**src/rtl/mc_riscv_pkg.sv**
```systemverilog
// Shared types and constants for the multi-cycle RV32I-subset core.
package mc_riscv_pkg;

  typedef enum logic [2:0] {FETCH, DECODE, EXECUTE, MEM, WB, TRAP} state_e;

  typedef enum logic [3:0] {
    ALU_ADD, ALU_SUB, ALU_SLL, ALU_SLT, ALU_SLTU,
    ALU_XOR, ALU_SRL, ALU_SRA, ALU_OR, ALU_AND
  } alu_op_e;

  localparam logic [6:0] OPC_LUI    = 7'b0110111;
  localparam logic [6:0] OPC_JAL    = 7'b1101111;
  localparam logic [6:0] OPC_JALR   = 7'b1100111;
  localparam logic [6:0] OPC_BRANCH = 7'b1100011;
  localparam logic [6:0] OPC_LOAD   = 7'b0000011;
  localparam logic [6:0] OPC_STORE  = 7'b0100011;
  localparam logic [6:0] OPC_OPIMM  = 7'b0010011;
  localparam logic [6:0] OPC_OP     = 7'b0110011;

  localparam logic [2:0] F3_BEQ  = 3'b000;
  localparam logic [2:0] F3_BNE  = 3'b001;
  localparam logic [2:0] F3_BLT  = 3'b100;
  localparam logic [2:0] F3_BGE  = 3'b101;
  localparam logic [2:0] F3_BLTU = 3'b110;
  localparam logic [2:0] F3_BGEU = 3'b111;

  function automatic logic [31:0] alu_eval(alu_op_e op, logic [31:0] a, logic [31:0] b);
    logic [31:0] y;
    logic [4:0]  sh;
    sh = b[4:0];
    case (op)
      ALU_ADD:  y = a + b;
      ALU_SUB:  y = a - b;
      ALU_SLL:  y = a << sh;
      ALU_SLT:  y = {31'b0, $signed(a) < $signed(b)};
      ALU_SLTU: y = {31'b0, a < b};
      ALU_XOR:  y = a ^ b;
      ALU_SRL:  y = a >> sh;
      ALU_SRA:  y = $unsigned($signed(a) >>> sh);
      ALU_OR:   y = a | b;
      ALU_AND:  y = a & b;
      default:  y = '0;
    endcase
    return y;
  endfunction

endpackage

```
**src/rtl/mc_regfile.sv**
```systemverilog
// NREGS x N register file: two async read ports, one sync write port, x0 hardwired to 0.
module mc_regfile
  import mc_riscv_pkg::*;
#(
  parameter int unsigned N     = 32,
  parameter int unsigned NREGS = 32
) (
  input  logic         clk,
  input  logic         rst_n,
  input  logic [4:0]   raddr1_i,
  input  logic [4:0]   raddr2_i,
  output logic [N-1:0] rdata1_o,
  output logic [N-1:0] rdata2_o,
  input  logic         we_i,
  input  logic [4:0]   waddr_i,
  input  logic [N-1:0] wdata_i
);

  localparam int unsigned AW = $clog2(NREGS);

  logic [N-1:0] regs_q [NREGS];

  always_ff @(posedge clk or negedge rst_n) begin
    if (!rst_n) begin
      for (int unsigned i = 0; i < NREGS; i++) regs_q[i] <= '0;
    end else if (we_i && (waddr_i != 5'd0) && (32'(waddr_i) < NREGS)) begin
      regs_q[waddr_i[AW-1:0]] <= wdata_i;
    end
  end

  assign rdata1_o = ((raddr1_i != 5'd0) && (32'(raddr1_i) < NREGS)) ? regs_q[raddr1_i[AW-1:0]] : '0;
  assign rdata2_o = ((raddr2_i != 5'd0) && (32'(raddr2_i) < NREGS)) ? regs_q[raddr2_i[AW-1:0]] : '0;

endmodule

```
**src/rtl/multicycle_riscv_core.sv**
```systemverilog
// Multi-cycle RV32I-subset core on one shared valid/ready memory port.
// Optional MC_PERF_CNT_EN adds cycle_cnt / instret_cnt outputs.
module multicycle_riscv_core
  import mc_riscv_pkg::*;
#(
  parameter int unsigned N        = 32,
  parameter int unsigned NREGS    = 32,
  parameter logic [31:0] RESET_PC = 32'h0000_0000
) (
  input  logic         clk,
  input  logic         reset,
  output logic         mem_req,
  output logic         mem_we,
  output logic [31:0]  mem_addr,
  output logic [N-1:0] mem_wdata,
  input  logic [N-1:0] mem_rdata,
  input  logic         mem_ready,
  output logic [N-1:0] r_out,
  output logic [31:0]  pc_out,
  output logic         retire,
  output logic         trap
`ifdef MC_PERF_CNT_EN
  ,
  output logic [31:0]  cycle_cnt,
  output logic [31:0]  instret_cnt
`endif
);

  if (N != 32) begin : g_width_check
    $error("multicycle_riscv_core: only N=32 is supported");
  end

  state_e      state_q, state_d;
  logic [31:0] pc_q, pc_d, ir_q, ir_d, res_q, res_d, r_out_q, r_out_d;
  logic        mem_req_q, mem_req_d, mem_we_q, mem_we_d;
  logic [31:0] mem_addr_q, mem_addr_d, mem_wdata_q, mem_wdata_d;

  logic [6:0]  opcode, f7;
  logic [4:0]  rd, rs1, rs2;
  logic [2:0]  f3;
  logic [31:0] imm_i, imm_s, imm_b, imm_u, imm_j;
  logic [31:0] rs1_v, rs2_v, alu_b, alu_y, ls_addr, jmp_tgt, br_tgt;
  alu_op_e     alu_op;
  logic        legal, use_rs1, use_rs2, use_rd, br_taken, rf_we, is_jump;

  assign opcode = ir_q[6:0];
  assign rd     = ir_q[11:7];
  assign f3     = ir_q[14:12];
  assign rs1    = ir_q[19:15];
  assign rs2    = ir_q[24:20];
  assign f7     = ir_q[31:25];
  assign imm_i  = {{20{ir_q[31]}}, ir_q[31:20]};
  assign imm_s  = {{20{ir_q[31]}}, ir_q[31:25], ir_q[11:7]};
  assign imm_b  = {{19{ir_q[31]}}, ir_q[31], ir_q[7], ir_q[30:25], ir_q[11:8], 1'b0};
  assign imm_u  = {ir_q[31:12], 12'b0};
  assign imm_j  = {{11{ir_q[31]}}, ir_q[31], ir_q[19:12], ir_q[20], ir_q[30:21], 1'b0};

  mc_regfile #(.N(N), .NREGS(NREGS)) u_regfile (
    .clk      (clk),
    .rst_n    (reset),
    .raddr1_i (rs1),
    .raddr2_i (rs2),
    .rdata1_o (rs1_v),
    .rdata2_o (rs2_v),
    .we_i     (rf_we),
    .waddr_i  (rd),
    .wdata_i  (res_q)
  );

  always_comb begin
    alu_op = ALU_ADD;
    case (f3)
      3'b000:  alu_op = (opcode == OPC_OP && f7[5]) ? ALU_SUB : ALU_ADD;
      3'b001:  alu_op = ALU_SLL;
      3'b010:  alu_op = ALU_SLT;
      3'b011:  alu_op = ALU_SLTU;
      3'b100:  alu_op = ALU_XOR;
      3'b101:  alu_op = f7[5] ? ALU_SRA : ALU_SRL;
      3'b110:  alu_op = ALU_OR;
      default: alu_op = ALU_AND;
    endcase
  end

  assign alu_b   = (opcode == OPC_OP) ? rs2_v : imm_i;
  assign alu_y   = alu_eval(alu_op, rs1_v, alu_b);
  assign ls_addr = rs1_v + ((opcode == OPC_STORE) ? imm_s : imm_i);
  assign jmp_tgt = (opcode == OPC_JAL) ? pc_q + imm_j : (rs1_v + imm_i) & ~32'd1;
  assign br_tgt  = br_taken ? pc_q + imm_b : pc_q + 32'd4;
  assign is_jump = (opcode == OPC_JAL) || (opcode == OPC_JALR);

  always_comb begin
    case (f3)
      F3_BEQ:  br_taken = (rs1_v == rs2_v);
      F3_BNE:  br_taken = (rs1_v != rs2_v);
      F3_BLT:  br_taken = ($signed(rs1_v) < $signed(rs2_v));
      F3_BGE:  br_taken = ($signed(rs1_v) >= $signed(rs2_v));
      F3_BLTU: br_taken = (rs1_v < rs2_v);
      F3_BGEU: br_taken = (rs1_v >= rs2_v);
      default: br_taken = 1'b0;
    endcase
  end

  always_comb begin
    legal   = 1'b0;
    use_rs1 = 1'b0;
    use_rs2 = 1'b0;
    use_rd  = 1'b0;
    case (opcode)
      OPC_LUI, OPC_JAL: begin legal = 1'b1; use_rd = 1'b1; end
      OPC_JALR:   begin legal = (f3 == 3'b000); use_rs1 = 1'b1; use_rd = 1'b1; end
      OPC_BRANCH: begin legal = (f3 != 3'b010) && (f3 != 3'b011); use_rs1 = 1'b1; use_rs2 = 1'b1; end
      OPC_LOAD:   begin legal = (f3 == 3'b010); use_rs1 = 1'b1; use_rd = 1'b1; end
      OPC_STORE:  begin legal = (f3 == 3'b010); use_rs1 = 1'b1; use_rs2 = 1'b1; end
      OPC_OPIMM: begin
        legal   = (f3 == 3'b001) ? (f7 == 7'b0) :
                  (f3 == 3'b101) ? (f7 == 7'b0 || f7 == 7'b0100000) : 1'b1;
        use_rs1 = 1'b1;
        use_rd  = 1'b1;
      end
      OPC_OP: begin
        legal   = (f7 == 7'b0) || (f7 == 7'b0100000 && (f3 == 3'b000 || f3 == 3'b101));
        use_rs1 = 1'b1;
        use_rs2 = 1'b1;
        use_rd  = 1'b1;
      end
      default: ;
    endcase
    if ((use_rs1 && 32'(rs1) >= NREGS) || (use_rs2 && 32'(rs2) >= NREGS) ||
        (use_rd && 32'(rd) >= NREGS))
      legal = 1'b0;
  end

  always_comb begin
    state_d = state_q;
    pc_d    = pc_q;
    ir_d    = ir_q;
    res_d   = res_q;
    r_out_d = r_out_q;
    rf_we   = 1'b0;
    retire  = 1'b0;
    case (state_q)
      FETCH: if (mem_req_q && mem_ready) begin
        ir_d    = mem_rdata;
        state_d = DECODE;
      end
      DECODE: state_d = legal ? EXECUTE : TRAP;
      EXECUTE: case (opcode)
        OPC_LOAD, OPC_STORE: state_d = (ls_addr[1:0] != 2'b00) ? TRAP : MEM;
        OPC_BRANCH: if (br_tgt[1:0] != 2'b00) state_d = TRAP;
                    else begin pc_d = br_tgt; retire = 1'b1; state_d = FETCH; end
        OPC_JAL, OPC_JALR: if (jmp_tgt[1:0] != 2'b00) state_d = TRAP;
                           else begin pc_d = jmp_tgt; res_d = pc_q + 32'd4; state_d = WB; end
        OPC_LUI: begin res_d = imm_u; state_d = WB; end
        default: begin res_d = alu_y; state_d = WB; end
      endcase
      MEM: if (mem_ready) begin
        if (opcode == OPC_STORE) begin
          pc_d    = pc_q + 32'd4;
          retire  = 1'b1;
          state_d = FETCH;
        end else begin
          res_d   = mem_rdata;
          state_d = WB;
        end
      end
      WB: begin
        rf_we   = 1'b1;
        r_out_d = res_q;
        retire  = 1'b1;
        if (!is_jump) pc_d = pc_q + 32'd4;
        state_d = FETCH;
      end
      default: ;
    endcase
    // Bus outputs are registered from the next state so they are glitch-free
    // and hold steady while waiting on mem_ready.
    mem_req_d   = (state_d == FETCH) || (state_d == MEM);
    mem_we_d    = (state_d == MEM) && (opcode == OPC_STORE);
    mem_addr_d  = (state_d == MEM) ? ls_addr : (state_d == FETCH) ? pc_d : '0;
    mem_wdata_d = mem_we_d ? rs2_v : '0;
  end

  always_ff @(posedge clk or negedge reset) begin
    if (!reset) begin
      state_q     <= FETCH;
      pc_q        <= RESET_PC;
      ir_q        <= '0;
      res_q       <= '0;
      r_out_q     <= '0;
      mem_req_q   <= 1'b0;
      mem_we_q    <= 1'b0;
      mem_addr_q  <= '0;
      mem_wdata_q <= '0;
    end else begin
      state_q     <= state_d;
      pc_q        <= pc_d;
      ir_q        <= ir_d;
      res_q       <= res_d;
      r_out_q     <= r_out_d;
      mem_req_q   <= mem_req_d;
      mem_we_q    <= mem_we_d;
      mem_addr_q  <= mem_addr_d;
      mem_wdata_q <= mem_wdata_d;
    end
  end

  assign mem_req   = mem_req_q;
  assign mem_we    = mem_we_q;
  assign mem_addr  = mem_addr_q;
  assign mem_wdata = mem_wdata_q;
  assign r_out     = r_out_q;
  assign pc_out    = pc_q;
  assign trap      = (state_q == TRAP);

`ifdef MC_PERF_CNT_EN
  logic [31:0] cycle_q, instret_q;

  always_ff @(posedge clk or negedge reset) begin
    if (!reset) begin
      cycle_q   <= '0;
      instret_q <= '0;
    end else begin
      if (state_q != TRAP) cycle_q <= cycle_q + 32'd1;
      if (retire) instret_q <= instret_q + 32'd1;
    end
  end

  assign cycle_cnt   = cycle_q;
  assign instret_cnt = instret_q;
`endif

endmodule

```
**config.mk**
```make
export PLATFORM = sky130hd
export DESIGN_NAME = multicycle_riscv_core
export DESIGN_NICKNAME = d
export VERILOG_FILES = /design/src/rtl/mc_riscv_pkg.sv /design/src/rtl/mc_regfile.sv /design/src/rtl/multicycle_riscv_core.sv
export SDC_FILE = /design/constraint.sdc
export NUM_CORES = 2
export LEC_CHECK = 0
export CAP_MARGIN = 0
export CORE_ASPECT_RATIO = 0.6
export CORE_MARGIN = 4
export CORE_UTILIZATION = 55
export DETAILED_ROUTE_END_ITERATION = 10
export PLACE_DENSITY_LB_ADDON = 0.05
export SLEW_MARGIN = 30
export SYNTH_ARGS = -nofsm -noshare
export SYNTH_HDL_FRONTEND = slang
export SYNTH_SLANG_ARGS = --single-unit
```
**constraint.sdc**
```tcl
create_clock -name clk -period 6.4 [get_ports clk]
set_input_delay 0.96 -clock clk [delete_from_list [all_inputs] [get_ports clk]]
set_output_delay 0.96 -clock clk [all_outputs]
set_load 0.02 [all_outputs]
```
==> metrics.yaml <==
drt:
  post-route-drc-count: 0
  drt_first_iter_violations: 10900
  route.detailed.wl_per_inst_um: 37.8
  wl_um: 354000
  vias_per_cell: 7.31
  detailroute.via_count: 68500
  firstDrtPassIters: 7
  final_antenna_net_count: 0
worst_setup_path:
  crit_path_top_delay_cell: "sky130_fd_sc_hd__mux4_2"
  worst-endpoint-required_ps: 5440
  end_kind: "primary output"
  path_cells: "buf_12 > buf_4 > bufbuf_16 > mux4_2 > nor2b_1 > a211oi_1 > or4_1 > inv_1 > ha_4 > nand2_4 > nor4_4 > buf_4 > nand4_1 > xnor2_1 > nand2b_1 > a221o_2 > nor2_4 > mux2i_4 > o221ai_2 > buf_6"
  critPathMaxFanout: 15
  crit_start: "ir_q[15]"
  critical_path.most_common_cell: "sky130_fd_sc_hd__buf_4"
  r2r_cell_count: 27
  critPathMaxStageDelay_ps: 520
  worstReg2RegEnd: "mem_wdata[27]"
  worst_reg_to_reg_setup_slack_ps: -140
  worst_setup_path_endpoint: "retire"
  critical_path_arrival_ps: 5960
  worst_r2r_startpoint: "ir_q[15]"
  cp-start-kind: "register"
  critical_path_class: "reg2out"
grt:
  pin_count_of_the_biggest_net_entering_global_routing: 194
  grt_overflow: 0
  number_of_global_route_vias_before_repair: 65600
  gr-usage-all-layers: 0.461
  antenna_found_initial: 20
  global_route_wire_length_before_repair_um: 499000
floorplan:
  rows: 107
  chipHeight_um: 303
  die_area_um2: 151000
  core-area_um2: 143000
  top_level_pins: 167
  chipWidth_um: 500
  effective_utilization_at_floorplan: 0.558
layout:
  layout.cells.most_common_list: "sky130_fd_sc_hd__dfrtp_1 (1202), sky130_fd_sc_hd__mux2_2 (1083), sky130_fd_sc_hd__buf_4 (598)"
  multi_input_area_um2: 46900
  fill_cells: 10800
  design.final.nets: 7594
  syn2layout_area_growth_pct: 16.6
  layout_commonest_cell: "sky130_fd_sc_hd__dfrtp_1"
  stdcell_area_um2: 93100
  regArea_um2: 30600
  fraction_of_final_layout_cells_with_drive_strength_greater_than_1: 0.372
run_status:
  violations: "setup timing"
  status: "finished, violations left"
yosys:
  synth.cell_area_um2: 79800
  leading_register_cell_type_out_of_synthesis: "sky130_fd_sc_hd__dfrtp_1"
  syn_area_per_cell_um2: 11.4
  synth_async_sr_flop_share: 1.00
  ys.warnings.count: 0
  netlist-cell-type-count: 111
  mappedNetlistNets: 7236
  post_synth_inst_count: 6986
  synth_edf_count: 0
  yosysSeqAreaShare: 0.383
  flops_latches_synth: 1221
sta:
  fmaxAchievable_ghz: 0.145
  setup_slack_ps: -517
  timing_max_transition_violations_final: 0
  worst_pin_slew_ps: 1200
  max-slew-margin-rel: 0.196
  number_of_failing_hold_endpoints_at_the_final_stage: 0
  fin_crit_sh: 1.08
  period_minus_slack_ps: 6920
  hold_ws_ps: 10.6
  grt_setup_unrepaired: "yes"
  finalSetupViolations: 53
  final.setup_skew_ps: 57.0
cts:
  worst_setup_hold_path_clk_slew_ps: 70
  numCtsBuffers: 112
  cts_tree: "built"
  clk-insertion-delay-late_ps: 810
  clk_path_buf_depth: 3
  cts_hold_buffers: 0
  clock_sink_count: 1221
  cts_root_buffer: "sky130_fd_sc_hd__clkbuf_16"
  h-tree-depth: 3
place:
  placed_cell_area_um2: 86900
  routabilityCongestion: 1.07
  port_buffers: 166
  detailedPlacementHpwl_um: 246000
run:
  cap_violations: 0
min_path:
  min_path_type: "in2async"
pwr:
  power.density_nw_per_um2: 165
  peakVddDrop_mv: 0.234
  power.leakage_nw: 41.6
[routing by layer]
metal / vias to the layer above / global-route usage / share of wire
met1: 34900 / 0.654 / 0.40
met3: 890 / 0.234 / 0.17
met4: 12 / 0.167 / 0.043
li1: 27100 / - / -
met5: - / 0.00845 / 0.00070
met2: 5571 / 0.600 / 0.39
[worst max-delay path: cells and delay by family (launching register included)]
| kind | cells | cell delay [ps] |
|---|---|---|
| flops | 1 | 450 |
| buf+inv | 6 | 1160 |
| simple gates | 7 | 1290 |
| xor+xnor | 1 | 260 |
| compound gates | 3 | 870 |
| fa+ha+maj | 1 | 330 |
| mux | 2 | 780 |
[kinds of logic (layout without fill, tap and decap cells)]
| family | after synthesis | after routing | synth area share |
|---|---|---|---|
| mux | 1857 | 1857 | 0.327 |
| flops | 1221 | 1221 | 0.383 |
| buf+inv | 791 | 1247 | 0.0435 |
| simple gates | 1359 | 1359 | 0.0783 |
| other cells | 0 | 12 | 0 |
| fa+ha+maj | 215 | 215 | 0.0343 |
| xor+xnor | 167 | 167 | 0.0183 |
| compound gates | 1376 | 1376 | 0.116 |
[cells in the mapped netlist, drive strengths merged (38+ instances only)]
cell type,instances,area [µm²]
xnor2,98,858
o21a,38,285
mux2,1099,12400
a31oi,57,357
a211oi,83,633
mux4,490,11000
o211ai,42,320
mux2i,268,2700
ha,209,2620
a21o,68,510
a22o,44,385
dfrtp,1221,30600
nand2,527,1990
xor2,69,604
or3,45,287
a21oi,338,1710
clkbuf,420,1580
o21ai,272,1370
a221oi,48,445
inv,142,533
o21bai,39,293
nand3,89,445
nor2,360,1350
nor3,89,455
o22ai,75,475
buf,228,1360
[repair_timing]
| action | in CTS | in global routing |
|---|---|---|
| hold endpoints to repair | 0 | 0 |
| endpoints found under the setup margin | 82 | 84 |
| cloned | 10 | 5 |
| setup buffers | 36 | 40 |
| pin swaps | 28 | 42 |
| resized for setup | 130 | 89 |
[flip-flops by register name, summed over array words and instances (netlist names)]
register	cells
res_q	32
mem_req	1
state_q	3
mem_addr	32
ir_q	32
u_regfile.regs_q	1024
pc_out	32
mem_we	1
mem_wdata	32
r_out	32
[through the flow]
stage | power [mW] | setup TNS (ps) | setup slack, ps | std cells | utilization
floorplan | 7.87 | 0 | 84.4 | 6986 | -
global route | 15.7 | -5480 | -575 | 9349 | 0.651
detailed placement | 8.09 | -14320 | -340 | 9044 | 0.608
global placement | 8.08 | -15580 | -379 | 9037 | 0.606
finish | 15.3 | -3770 | -517 | 9361 | 0.651
CTS | 15.3 | -358 | -358 | 9301 | 0.644
[report_power, final]
part	internal, mW	switching, mW	total (mW)	leakage, nW
Combinational	0.0371	0.185	0.222	22.8
Sequential	7.71	0.00363	7.72	16.8
Clock	3.95	3.44	7.39	1.90
[how the worst min path moves through the flow]
| stage | end | cells after the start |
|---|---|---|
| after floorplan | u_regfile.regs_q[1000] | 1 |
| after global placement | u_regfile.regs_q[995] | 0 |
| after detailed placement | u_regfile.regs_q[1003] | 0 |
| after CTS | r_out[10] | 1 |
| after global routing | r_out[10] | 1 |
| final | r_out[10] | 1 |
[final cells by class]
cell class	instances	area share
Multi-Input combinational cell	4974	0.504
Sequential cell	1221	0.329
Timing Repair Buffer	892	0.0932
Clock buffer	146	0.0331
Tap cell	1907	0.0256
Clock inverter	66	0.00910
Inverter	143	0.00578
Antenna cell	12	0.000323
No activity file was read; power rests on OpenSTA's default activity.
